$ cat src/rtl/fetch_controller.sv
// fetch_controller: instruction-fetch sequencer for a synchronous-read
// instruction memory (1-cycle read latency, output held while en=0).
// Owns the fetch PC, issues memory reads, and pairs each returned word with
// the PC it was fetched from for the decode stage.
//
// Ports:
//   clk, rst         clock, asynchronous active-high reset
//   fetch_en_i       global fetch enable (low = idle, PC held)
//   stall_i          decode back-pressure; hold current output
//   redirect_i       one-cycle restart request at redirect_pc_i
//   redirect_pc_i    redirect target (low two bits ignored, flagged)
//   imem_en_o        memory read enable
//   imem_addr_o      memory byte address
//   imem_rdata_i     memory read data, valid the cycle after enable
//   if_valid_o       if_pc_o/if_instr_o carry a live fetch
//   if_pc_o          byte PC of if_instr_o
//   if_instr_o       fetched word, or NOP_INSTR when not valid
//   misalign_o       pulse: previous cycle's redirect target was misaligned
//   fetch_count_o    number of issued fetches, wraps
module fetch_controller #(
    parameter int unsigned     ALEN      = 32,
    parameter logic [ALEN-1:0] RESET_PC  = '0,
    parameter logic [31:0]     NOP_INSTR = 32'h0000_0013
) (
    input  logic            clk,
    input  logic            rst,
    input  logic            fetch_en_i,
    input  logic            stall_i,
    input  logic            redirect_i,
    input  logic [ALEN-1:0] redirect_pc_i,
    output logic            imem_en_o,
    output logic [ALEN-1:0] imem_addr_o,
    input  logic [31:0]     imem_rdata_i,
    output logic            if_valid_o,
    output logic [ALEN-1:0] if_pc_o,
    output logic [31:0]     if_instr_o,
    output logic            misalign_o,
    output logic [31:0]     fetch_count_o
);

    typedef enum logic [1:0] {
        IDLE = 2'd0,
        RUN  = 2'd1,
        HOLD = 2'd2
    } state_e;

    state_e          state_q, state_d;
    logic [ALEN-1:0] pc_q, pc_d;
    logic [ALEN-1:0] out_pc_q, out_pc_d;
    logic            out_valid_q, out_valid_d;
    logic            misalign_q, misalign_d;
    logic [31:0]     count_q, count_d;

    logic [ALEN-1:0] redirect_aligned;
    logic            fetch_fire;

    assign redirect_aligned = {redirect_pc_i[ALEN-1:2], 2'b00};

    // Stall is honoured combinationally so the memory never reads past it;
    // a redirect always fetches its target immediately (zero bubble).
    assign fetch_fire  = ~rst & fetch_en_i & (redirect_i | ~stall_i);
    assign imem_en_o   = fetch_fire;
    assign imem_addr_o = redirect_i ? redirect_aligned : pc_q;

    // Next-state: disable > redirect > stall > advance.
    always_comb begin
        state_d     = state_q;
        pc_d        = pc_q;
        out_pc_d    = out_pc_q;
        out_valid_d = out_valid_q;
        misalign_d  = redirect_i & (|redirect_pc_i[1:0]);
        count_d     = count_q + 32'(fetch_fire);

        if (!fetch_en_i) begin
            state_d     = IDLE;
            out_valid_d = 1'b0;
            if (redirect_i) begin
                pc_d = redirect_aligned;
            end
        end else if (redirect_i) begin
            state_d     = RUN;
            pc_d        = redirect_aligned + ALEN'(4);
            out_pc_d    = redirect_aligned;
            out_valid_d = 1'b1;
        end else if (stall_i) begin
            // Memory holds its output, so holding out_pc keeps the pair stable.
            state_d = HOLD;
        end else begin
            state_d     = RUN;
            pc_d        = pc_q + ALEN'(4);
            out_pc_d    = pc_q;
            out_valid_d = 1'b1;
        end
    end

    // State registers.
    always_ff @(posedge clk or posedge rst) begin
        if (rst) begin
            state_q     <= IDLE;
            pc_q        <= RESET_PC;
            out_pc_q    <= RESET_PC;
            out_valid_q <= 1'b0;
            misalign_q  <= 1'b0;
            count_q     <= '0;
        end else begin
            state_q     <= state_d;
            pc_q        <= pc_d;
            out_pc_q    <= out_pc_d;
            out_valid_q <= out_valid_d;
            misalign_q  <= misalign_d;
            count_q     <= count_d;
        end
    end

    assign if_valid_o    = out_valid_q;
    assign if_pc_o       = out_pc_q;
    assign if_instr_o    = out_valid_q ? imem_rdata_i : NOP_INSTR;
    assign misalign_o    = misalign_q;
    assign fetch_count_o = count_q;

endmodule

$ cat config.mk
export PLATFORM = sky130hd
export DESIGN_NAME = fetch_controller
export DESIGN_NICKNAME = d
export VERILOG_FILES = /design/src/rtl/fetch_controller.sv
export SDC_FILE = /design/constraint.sdc
export NUM_CORES = 1
export LEC_CHECK = 0
export ABC_AREA = 0
export BUFFER_PORTS_ARGS = -buffer_cell sky130_fd_sc_hd__buf_2
export CAP_MARGIN = 20
export CORE_ASPECT_RATIO = 0.8
export CORE_MARGIN = 10
export CORE_UTILIZATION = 45
export DETAILED_ROUTE_END_ITERATION = 16
export PLACE_DENSITY = 0.78
export SLEW_MARGIN = 20
export SYNTH_ARGS = -nofsm -noshare
export SYNTH_HDL_FRONTEND = slang
export SYNTH_SLANG_ARGS = --single-unit
$ cat constraint.sdc
create_clock -name clk -period 3.9 [get_ports clk]
set_input_delay 0.39 -clock clk [delete_from_list [all_inputs] [get_ports clk]]
set_output_delay 0.39 -clock clk [all_outputs]
set_load 0.02 [all_outputs]
; Word level (Yosys, flattened, before mapping)
; Cells that the tools add are included.
[word_totals]
register_bits = 98
input_bits = 69
wordCells = 28
[classes]
addsub = 3
n_eq_ne = 2
n_mux = 10
bitwise = 6
reduce_logical = 2
[ops]
columns = op, count
row1 = $mux W32, 7
row2 = $add A32 B3 Y32 const B, 2
row3 = $add A32 B1 Y32, 1
row4 = $and A1 B1 Y1, 3
row5 = $mux W1, 3
row6 = $ne A3 B2 Y1 const B, 1
row7 = $ne A2 B1 Y1 const B, 1
row8 = $not A1 Y1, 2
row9 = $reduce_and A2 Y1, 1
row10 = $reduce_or A2 Y1, 1
row11 = $or A1 B1 Y1, 1

; Longest topological paths before layout
; Gate-level depths: netlist of the first run.
[depth]
word_depth = 4
depth_mapped = 13

; Least setup slack after synthesis of the first run
; No wires, ideal clock.
[synth_path]
path_type = in2reg
from = input fetch_en_i
to = register count_q[26] (netlist: fetch_count_o[26])
setup_time_ns = 0.080
arrival_ns = 2.982
required_time_ns = 3.820
setup_slack_ns = 0.839
stages = 11
path_buffers = 2
cell_sequence = clkbuf_1 nand2_1 clkbuf_1 nor2_1 ha_1 ha_1 and4_1 nor4b_2 nand4_1 nor2_1 xor2_1
[synth_via]
elab_chain_cells = 3
[synth_rtl]
columns = element, line_no
row1 = "start, declared", 27  ; input logic fetch_en_i,
row2 = $and A1 B1 Y1 (2 in a row), 61  ; assign fetch_fire = ~rst & fetch_en_i & (redirect_i | ~stall_i);
row3 = named net imem_en_o, 31  ; output logic imem_en_o,
row4 = $add A32 B1 Y32, 72  ; count_d = count_q + 32'(fetch_fire);
row5 = named net count_d[26], 52  ; logic [31:0] count_q, count_d;
row6 = "end signal, assigned", 111  ; count_q <= count_d;
row7 = "end, declared", 52
; The timed path passes the listed nets, and every way through them passes these cells.
; A chain may end at the register's enable or synchronous reset.

; Worst setup path after layout of the first run
[layout_path]
from = input redirect_i
to = register count_q[24] (netlist: fetch_count_o[24])
[layout_via]
elab_chain_cells = 3
[layout_rtl]
columns = element, line_no
row1 = "start, declared", 29  ; input logic redirect_i,
row2 = $or A1 B1 Y1, 61
row3 = $and A1 B1 Y1, 61
row4 = $add A32 B1 Y32, 72
row5 = named net count_d[24], 52
; The timed path passes the listed nets, and every way through them passes these cells.

==> metrics.md, run 1 <==
| Metric | Value |
|---|---|
| GR peak layer | met2 |
| Register Area | 2450 µm² |
| Post-synth EDFFs | 0 |
| Kind of critical path | input pin to flop |
| Synth top area share | 45.6% |
| Core area | 11600 µm² |
| Worst hold margin | 0.0556 ns |
| FF+latch count, synth | 98 |
| Multi-input logic area | 2710 µm² |
| Layout area overhead | 26.7% |
| CP Launch Type | input pin |
| Root Driver | clkbuf_16 |
| Yosys top cell by area | dfrtp_1 |
| Latest clock arrival within the worst-skew pair | 0.35 ns |
| FMAX | 378 MHz |
| Post-CTS setup buffers | 0 |
| Setup_tns | 0 ns |
| Overall power | 2.94 mW |
| Boundary Pins | 200 |
| Data arrival time of the worst path | 2.91 ns |
| Status | finished clean |
| GRT overflow | 0 |
| Final wirelength | 17500 µm |
| Via count | 4897 |
| Share of cells above drive strength 1 | 34.5% |
| RR Startpoint | fetch_count_o[0]$_DFF_PP0_ |
| Main synth FF type | dfrtp_1 |
| Starting density of the core | 46.3% |
| Die Height | 118 µm |
| Clock-pin slew on the worst setup and hold paths | 0.07 ns |
| Fin util | 58.6% |
| Synth cell count leaders | dfrtp_1, nand2_1, nor2_1, and2_1, nand3_1 |
| DR pass1 iterations | 4 |
| Worst vdd rail ir drop | 0.000275 V |
| Worst reg-to-reg path cell count | 7 |
| Worst Setup SP | redirect_i |
| Clk_skew | 0.00482 ns |
| MaxCap Viol Count | 0 |
| Syn Std Cell Area | 5370 µm² |
| Grt met1 use | 23.9% |
| GR Util met2 | 32.4% |
| Initial drt markers | 351 |
| Hold Vio Cnt, Final | 0 |
| Max-slew violation count | 0 |
| Worst R2R Setup Slack | 1.52 ns |
| CP Data Required Time | 4.16 ns |
| Pwr/cell area | 432 nW/µm² |
| GRT Util Overall | 20.1% |
| Vias in the first global route | 4913 |
| RSZ-0062 raised after global routing | no |
| Tcrit/Tclk final | 67.8% |
| Global-route wire length before repair | 27300 µm |
| Vias/cell | 5.48 |
| Crit path capture type | flop |
| Initial antenna violation count | 3 |
| Ys Warns | 0 |
| CTS tree | built |
| Synth area leaders | dfrtp_1, mux2_2, xnor2_1 |
| # hold bufs at CTS | 0 |
| Post-synth ARST share | 100% |
| Clock Path Buffers | 2 |
| Lkg Pwr | 3.40 nW |
| Rows | 35 |
| Final net count | 813 |
| Worst-margin pin slew | 0.968 ns |
| FILL cells | 1018 |
| Avg Synthesized Cell Area | 9.80 µm² |
| CP endpoint | fetch_count_o[24]$_DFF_PP0_ |
| Final ANT Viol Nets | 0 |
| Most common cell in the synthesized netlist | dfrtp_1 |
| Synth unique cells | 56 |
| DP HPWL | 13700 µm |
| Die width | 142 µm |
| Post-Synthesis Cells | 548 |
| Total CTS buffers | 9 |
| Drt wl/cell | 19.6 µm |
| Sink Count | 98 |
| Htree depth | 3 |
| Die area | 16700 µm² |
| Net Count, Synth | 621 |
| Slew margin rel. | 35.2% |
| M3 GR Usage | 8.71% |
| Fin crit period | 2.65 ns |
| Pin count of the biggest net entering global routing | 79 |
| Routability cong. | 0.871 |
| DRC viols | 0 |
| CTS resizes | 0 |
| HP Class | input pin to asynchronous set/reset pin |
| CP max FO | 6 |
| PortBufs | 199 |
| Sequential-to-total area share from yosys stat | 45.6% |
| Final setup fails | 0 |
| Reg2reg end | fetch_count_o[24]$_DFF_PP0_ |
-- per-stage QoR --
stage	instances	cell area (µm²)	worst slack [ns]
6_report	894	6810	1.25
5_1_grt	894	6810	1.05
4_1_cts	892	6780	1.32
3_5_place_dp	876	6470	0.998
3_3_place_gp	876	6470	1.14
2_1_floorplan	548	5370	0.839
-- cells in the final DEF (no fill, tap or decap), types with 5 or more instances in the layout --
| cell type | n |
|---|---|
| buf_2 | 199 |
| dfrtp_1 | 98 |
| nand2_1 | 59 |
| nor2_1 | 34 |
| nand3_1 | 32 |
| and2_1 | 32 |
| xnor2_1 | 27 |
| o21ai_0 | 26 |
| mux2_2 | 25 |
| inv_1 | 22 |
| mux2i_1 | 19 |
| xor2_1 | 18 |
| a21oi_1 | 16 |
| nand4_1 | 11 |
| o31ai_1 | 10 |
| clkbuf_16 | 9 |
| and3_1 | 8 |
| and4_1 | 8 |
| nand2b_1 | 7 |
| nor3_1 | 7 |
| nand3b_1 | 7 |
| nor4b_1 | 5 |
| nor4_1 | 5 |
| buf_4 | 5 |
-- per-layer routing --
metal	up-vias	share of wire [%]
met2	225	48
met4	4	1.2
met5	-	0.16
met1	2340	38
li1	2302	-
met3	26	13
-- kinds of logic (layout without fill, tap and decap cells) --
group,after synthesis,count (layout),share of synthesized area (%)
XOR/XNOR,45,45,7.34
adder cells (fa/ha/maj),4,4,0.932
AO/OA/AOI/OAI,78,78,9.83
buffers and inverters,47,244,3.91
flip-flops,98,98,45.6
AND/OR/NAND/NOR,232,232,23.6
other,0,1,0
multiplexers,44,44,8.78
-- how the worst min path moves through the flow --
stage                                        from  slack, ns                    endpoint  depth (start not counted)
after floorplan              pc_q[22]$_DFFE_PP0P_       0.45        pc_q[22]$_DFFE_PP0P_                          2
final                                         rst       0.06  fetch_count_o[6]$_DFF_PP0_                          2
after detailed placement  if_pc_o[27]$_DFFE_PP0P_       0.47     if_pc_o[27]$_DFFE_PP0P_                          2
after global routing                          rst       0.09  fetch_count_o[4]$_DFF_PP0_                          2
after global placement    if_pc_o[27]$_DFFE_PP0P_       0.46     if_pc_o[27]$_DFFE_PP0P_                          2
after CTS                        redirect_pc_i[0]       0.24        misalign_o$_DFF_PP0_                          2
-- registers in the layout, indices dropped and copies added, names as in the netlist --
signal,count
pc_q,32
misalign_o,1
if_valid_o,1
fetch_count_o,32
if_pc_o,32
-- report_power, final --
part	switching [mW]	leakage, nW	internal (mW)
clock network	0.411	0.142	0.507
registers	0.117	1.23	1.14
logic	0.489	2.04	0.274
-- critical path: stages --
cell and delay (ns):
buf_2 0.12, nand2b_1 0.18, nand2_2 0.09, nor2_1 0.19, ha_1 0.23, ha_1 0.22
and4_1 0.31, nor4b_2 0.43, nand4_1 0.36, nor2_1 0.21, xor2_1 0.18
-- area by class of cell --
class	instances	area share (%)
multi-input combinational	403	39.9
sequential	98	36.0
timing repair buffer	205	15.6
clock buffer	10	3.36
tap	148	2.72
inverter	23	1.31
clock inverter	6	1.08
antenna	1	0.0368
No activity file was read; power rests on OpenSTA's default activity.
==> inputs of run 2 (changes only) <==
==> constraint.sdc (replaced) <==
create_clock -name clk -period 2.55 [get_ports clk]
set_input_delay 0.255 -clock clk [delete_from_list [all_inputs] [get_ports clk]]
set_output_delay 0.255 -clock clk [all_outputs]
set_load 0.02 [all_outputs]
==> metrics.md, run 2 (synthesized netlist as in run 1, its figures left out) <==
| Metric | Value |
|---|---|
| Commonest non-fill, non-tap cells in the layout | buf_2, dfrtp_1, nand2_1, nor2_1 |
| Fin util | 60.1% |
| Final wirelength | 16800 µm |
| Slowest-stage cell, CP | dfrtp_1 |
| Slew margin rel. | 56.0% |
| Vias/cell | 5.41 |
| Worst-margin pin slew | 0.660 ns |
| Final ANT Viol Nets | 0 |
| Core area | 11600 µm² |
| Pin count of the biggest net entering global routing | 59 |
| Final net count | 828 |
| Boundary Pins | 200 |
| DRC viols | 0 |
| Clock-pin slew on the worst setup and hold paths | 0.06 ns |
| Sw Pwr | 1.51 mW |
| HP Class | input pin to asynchronous set/reset pin |
| Layout area overhead | 29.8% |
| Starting density of the core | 46.3% |
| Initial drt markers | 396 |
| GR Util met2 | 31.1% |
| MaxCap Viol Count | 0 |
| Worst hold margin | 0.0430 ns |
| Global-route wire length before repair | 26100 µm |
| Hold Vio Cnt, Final | 0 |
| Initial antenna violation count | 2 |
| Crit path capture type | flop |
| Largest stage delay on the critical path | 0.45 ns |
| GRT overflow | 0 |
| Grt met1 use | 23.9% |
| Clk_skew | 0.00964 ns |
| Total CTS buffers | 9 |
| Worst vdd rail ir drop | 0.000479 V |
| Kind of cell adding the most delay to the critical path | compound AO/OA/AOI/OAI gates |
| Die area | 16700 µm² |
| Vias in the first global route | 4805 |
| Tcrit/Tclk final | 84.0% |
| # hold bufs at CTS | 0 |
| Critical-path cell list | nand2b_4 > nand2_4 > ha_4 > nand4_1 > o22ai_2 > nand3_2 > o41a_1 > o31ai_1 |
| DR pass1 iterations | 5 |
| Buffers & Inverters on Critical Path | 0 |
| FMAX | 467 MHz |
| Placed Area | 6670 µm² |
| Worst R2R Setup Slack | 0.41 ns |
| Data arrival time of the worst path | 2.39 ns |
| Seq pwr share | 43.0% |
| Register Area | 2450 µm² |
| GR peak layer | met2 |
| Clock Path Buffers | 2 |
| Rows | 35 |
| Final setup fails | 0 |
| Lkg Pwr | 3.49 nW |
| Sink Count | 98 |
| Worst reg-to-reg path cell count | 8 |
| Combinational Power Share | 26.8% |
| FILL cells | 1019 |
| RR Startpoint | pc_q[3]$_DFFE_PP0P_ |
| Routability cong. | 0.962 |
| Pwr/cell area | 643 nW/µm² |
| Net switching fraction of the power | 33.6% |
| Worst slack, placed | 0.157 ns |
| Root Driver | clkbuf_16 |
| RSZ-0062 raised after global routing | no |
| Post-CTS setup buffers | 0 |
| Kind of critical path | flop to flop |
| Via count | 4924 |
| Fin crit period | 2.14 ns |
| Fin area | 6970 µm² |
| Latest clock arrival within the worst-skew pair | 0.35 ns |
| Internal power | 2.97 mW |
| DP HPWL | 13300 µm |
| Clock network fraction of design power | 30.2% |
| Final setup margin | 0.407 ns |
| Share of cells above drive strength 1 | 36.4% |
| Drt wl/cell | 18.4 µm |
| Die width | 142 µm |
| CP max FO | 8 |
| Reg2reg end | pc_q[28]$_DFFE_PP0P_ |
| Multi-input logic area | 2760 µm² |
| Commonest non-fill, non-tap cell in the layout | buf_2 |
| GRT Util Overall | 19.2% |
| Htree depth | 3 |
| Die Height | 118 µm |
| CTS tree | built |
| Status | finished clean |
| PortBufs | 199 |
| CP Launch Type | flop |
| M3 GR Usage | 5.20% |
| Max-slew violation count | 0 |
| CP Data Required Time | 2.80 ns |
| CTS resizes | 0 |
## run 2: area by class of cell
| class | instances | share of cell area, % |
|---|---|---|
| clock inverter | 2 | 0.251 |
| timing repair buffer | 220 | 16.9 |
| multi-input combinational | 403 | 39.6 |
| clock buffer | 14 | 4.07 |
| antenna | 2 | 0.0718 |
| inverter | 23 | 1.29 |
| sequential | 98 | 35.2 |
| tap | 148 | 2.66 |
## run 2: power groups by stage
stage	sequential, mW	combinational [mW]	clock, mW
floorplan	2.07	0.599	0
global placement	1.94	1.18	0
detailed placement	1.95	1.21	0
CTS	1.93	1.22	1.39
global route	1.96	1.31	1.45
finish	1.93	1.20	1.35
## run 2: per-layer routing
layer / vias up / wire (µm)
li1: 2332 / -
met2: 213 / 7900
met1: 2356 / 6930
met5: - / 0
met3: 23 / 1640
met4: 0 / 314
## run 2: how the worst max path moves through the flow
stage                        start                          end  slack (ns)  cells past startpoint
2_1_floorplan           redirect_i  fetch_count_o[28]$_DFF_PP0_     -0.0009                     12
3_3_place_gp            redirect_i  fetch_count_o[28]$_DFF_PP0_        0.23                     11
3_5_place_dp            redirect_i  fetch_count_o[24]$_DFF_PP0_        0.16                     11
4_1_cts        pc_q[3]$_DFFE_PP0P_         pc_q[28]$_DFFE_PP0P_        0.41                      8
5_1_grt                 redirect_i  fetch_count_o[24]$_DFF_PP0_        0.25                     11
6_report       pc_q[3]$_DFFE_PP0P_         pc_q[28]$_DFFE_PP0P_        0.41                      8
## run 2: tightest hold or removal path: cells and delay by family
kind	cells	cell delay, ns
buffers and inverters	3	0.52
## run 2: metrics by stage
| stage | power, mW | TNS, ns | instances |
|---|---|---|---|
| floorplan | 2.67 | -0.000935 | 548 |
| global placement | 3.13 | 0 | 892 |
| detailed placement | 3.16 | 0 | 892 |
| CTS | 4.53 | 0 | 908 |
| global route | 4.71 | 0 | 910 |
| finish | 4.48 | 0 | 910 |
==> inputs of run 3 (changes only) <==
--- a/config.mk
+++ b/config.mk
@@ -5,14 +5,14 @@
 export SDC_FILE = /design/constraint.sdc
 export NUM_CORES = 1
 export LEC_CHECK = 0
-export ABC_AREA = 0
+export ABC_AREA = 1
 export BUFFER_PORTS_ARGS = -buffer_cell sky130_fd_sc_hd__buf_2
 export CAP_MARGIN = 20
 export CORE_ASPECT_RATIO = 0.8
 export CORE_MARGIN = 10
 export CORE_UTILIZATION = 45
 export DETAILED_ROUTE_END_ITERATION = 16
-export PLACE_DENSITY = 0.78
+export PLACE_DENSITY = 0.81
 export SLEW_MARGIN = 20
 export SYNTH_ARGS = -nofsm -noshare
 export SYNTH_HDL_FRONTEND = slang
==> constraint.sdc (replaced) <==
create_clock -name clk -period 1.9 [get_ports clk]
set_input_delay 0.19 -clock clk [delete_from_list [all_inputs] [get_ports clk]]
set_output_delay 0.19 -clock clk [all_outputs]
set_load 0.02 [all_outputs]
==> metrics.md, run 3 <==
| Metric | Value |
|---|---|
| Drt wl/cell | 15.1 µm |
| Final wirelength | 17700 µm |
| Yosys top cell by area | dfrtp_1 |
| Synth top area share | 44.4% |
| Ys Warns | 0 |
| Via count | 5762 |
| Commonest non-fill, non-tap cell in the layout | nand2_1 |
| Post-synth ARST share | 100% |
| Sink Count | 98 |
| Boundary Pins | 200 |
| Die width | 144 µm |
| GRT Util Overall | 20.4% |
| Setup_tns | 0 ns |
| HP Class | input pin to asynchronous set/reset pin |
| Data arrival time of the worst path | 2.05 ns |
| Synth area leaders | dfrtp_1, nand2_1, inv_1 |
| Initial antenna violation count | 1 |
| FILL cells | 1089 |
| DR pass1 iterations | 6 |
| Worst hold margin | 0.00408 ns |
| Main synth FF type | dfrtp_1 |
| Fin crit period | 1.77 ns |
| Tcrit/Tclk final | 93.0% |
| Worst slack, placed | -0.289 ns |
| Final setup fails | 0 |
| Vias in the first global route | 5560 |
| Kind of cell adding the most delay to the critical path | simple AND/OR/NAND/NOR gates |
| Latest clock arrival within the worst-skew pair | 0.36 ns |
| Worst vdd rail ir drop | 0.000597 V |
| Clock-pin slew on the worst setup and hold paths | 0.08 ns |
| Status | finished clean |
| Root Driver | clkbuf_16 |
| Die area | 17100 µm² |
| Synth unique cells | 29 |
| Final ANT Viol Nets | 0 |
| RR Startpoint | fetch_count_o[0]$_DFF_PP0_ |
| Overall power | 5.97 mW |
| MaxCap Viol Count | 0 |
| DP HPWL | 14000 µm |
| Reg2reg end | fetch_count_o[22]$_DFF_PP0_ |
| Htree depth | 3 |
| Fin area | 7490 µm² |
| Pwr/cell area | 796 nW/µm² |
| Most common cell in the synthesized netlist | nand2_1 |
| FMAX | 566 MHz |
| Commonest non-fill, non-tap cells in the layout | nand2_1, buf_2, dfrtp_1, inv_1, buf_4 |
| Clock Path Buffers | 2 |
| Core area | 12100 µm² |
| Post-synth EDFFs | 0 |
| Lkg Pwr | 4.25 nW |
| RSZ-0062 raised after global routing | no |
| Net Count, Synth | 835 |
| Global-route wire length before repair | 28500 µm |
| Hold Vio Cnt, Final | 0 |
| FF+latch count, synth | 98 |
| Avg Synthesized Cell Area | 7.24 µm² |
| Worst R2R Setup Slack | 0.13 ns |
| CP max FO | 4 |
| Worst path depth | 11 |
| Slew margin rel. | 64.9% |
| Layout area overhead | 35.8% |
| Share of cells above drive strength 1 | 32.8% |
| Syn Std Cell Area | 5520 µm² |
| Post-Synthesis Cells | 762 |
| # hold bufs at CTS | 0 |
| Vias/cell | 4.92 |
| Kind of critical path | flop to flop |
| Die Height | 119 µm |
| Crit path capture type | flop |
| GRT overflow | 0 |
| Rows | 36 |
| Worst-margin pin slew | 0.526 ns |
| Synth cell count leaders | nand2_1, dfrtp_1, inv_1, nor2_1, nand3_1 |
| Initial drt markers | 372 |
| DRC viols | 0 |
| Max-slew violation count | 0 |
| Clk_skew | 0.0116 ns |
| Buffers & Inverters on Critical Path | 1 |
| CTS tree | built |
| Pin count of the biggest net entering global routing | 99 |
| Largest stage delay on the critical path | 0.42 ns |
| CP Data Required Time | 2.18 ns |
| Total CTS buffers | 9 |
| CP Launch Type | flop |
| PortBufs | 199 |
| Placed Area | 7170 µm² |
| Sequential-to-total area share from yosys stat | 44.4% |
| Starting density of the core | 45.7% |
| Antenna diodes | 0 |
| Routability cong. | 0.885 |
| Critical-path cell list | ha_4 > ha_4 > nand2_2 > nor2_2 > nand2_2 > nor2_2 > inv_2 > nor2_4 > nand2_2 > nor2_2 > xor2_1 |
| Worst reg-to-reg path cell count | 11 |
| Final setup margin | 0.132 ns |
| Final net count | 1087 |
| Slowest-stage cell, CP | dfrtp_2 |
run 3: cell count changes after synthesis, moves of 18 or more:
| cell | previous run | this run |
|---|---|---|
| nor2_1 | 34 | 61 |
| o21ai_0 | 26 | 44 |
| inv_1 | 23 | 89 |
| mux2i_1 | 19 | 0 |
| and2_1 | 32 | 1 |
| nand2_1 | 60 | 281 |
| mux2_2 | 25 | 0 |
run 3: logic make-up after synthesis:
logic type / count (synthesis) / share of synthesized area [%]
adder cells (fa/ha/maj): 4 / 0.907
XOR/XNOR: 36 / 5.71
buffers and inverters: 114 / 8.37
AO/OA/AOI/OAI: 62 / 6.05
AND/OR/NAND/NOR: 448 / 34.5
flip-flops: 98 / 44.4
run 3: where the power goes:
group / internal [mW] / leakage (nW) / switching (mW) / total [mW]
logic: 0.575 / 2.86 / 1.04 / 1.62
clock network: 0.939 / 0.150 / 0.902 / 1.84
registers: 2.32 / 1.24 / 0.191 / 2.51
run 3: layout make-up:
| type | count | area, µm² | area share, % |
|---|---|---|---|
| Timing Repair Buffer | 264 | 1500 | 20.0 |
| Inverter | 91 | 348 | 4.64 |
| Multi-Input combinational cell | 550 | 2700 | 36.0 |
| Tap cell | 152 | 190 | 2.54 |
| Sequential cell | 98 | 2450 | 32.7 |
| Clock inverter | 7 | 81.3 | 1.09 |
| Clock buffer | 9 | 225 | 3.01 |
run 3: through the flow:
step	utilization, %	cells
6_report	62.1	1171
2_1_floorplan	-	762
3_5_place_dp	59.4	1154
3_3_place_gp	59.4	1154
4_1_cts	61.9	1170
5_1_grt	62.1	1171
run 3: metal layers:
metal,global-route usage (%),wire length (µm),vias up
li1,-,-,2882
met3,6.75,1600,27
met4,4.27,285,2
met5,0,13,-
met2,33.2,7950,239
met1,25.9,7880,2612
run 3: worst register-to-register path, stage by stage (launching register included):
cell,delay [ns]
dfrtp_2,0.42
ha_4,0.16
ha_4,0.12
nand2_2,0.06
nor2_2,0.14
nand2_2,0.08
nor2_2,0.13
inv_2,0.07
nor2_4,0.13
nand2_2,0.10
nor2_2,0.13
xor2_1,0.15
run 3: worst max path at each step:
stage | startpoint | to | slack [ns]
3_3_place_gp | fetch_en_i | fetch_count_o[22]$_DFF_PP0_ | -0.19
5_1_grt | pc_q[2]$_DFFE_PP0P_ | pc_q[30]$_DFFE_PP0P_ | 0.003
4_1_cts | fetch_count_o[0]$_DFF_PP0_ | fetch_count_o[22]$_DFF_PP0_ | 0.02
3_5_place_dp | fetch_en_i | fetch_count_o[22]$_DFF_PP0_ | -0.29
6_report | fetch_count_o[0]$_DFF_PP0_ | fetch_count_o[22]$_DFF_PP0_ | 0.13
2_1_floorplan | fetch_en_i | fetch_count_o[22]$_DFF_PP0_ | -0.47
run 3: timing repair:
action | in CTS | in global routing
resized for setup | 0 | 5
setup endpoints to repair | 0 | 12
hold endpoints to repair | 0 | 0
setup buffers | 0 | 1
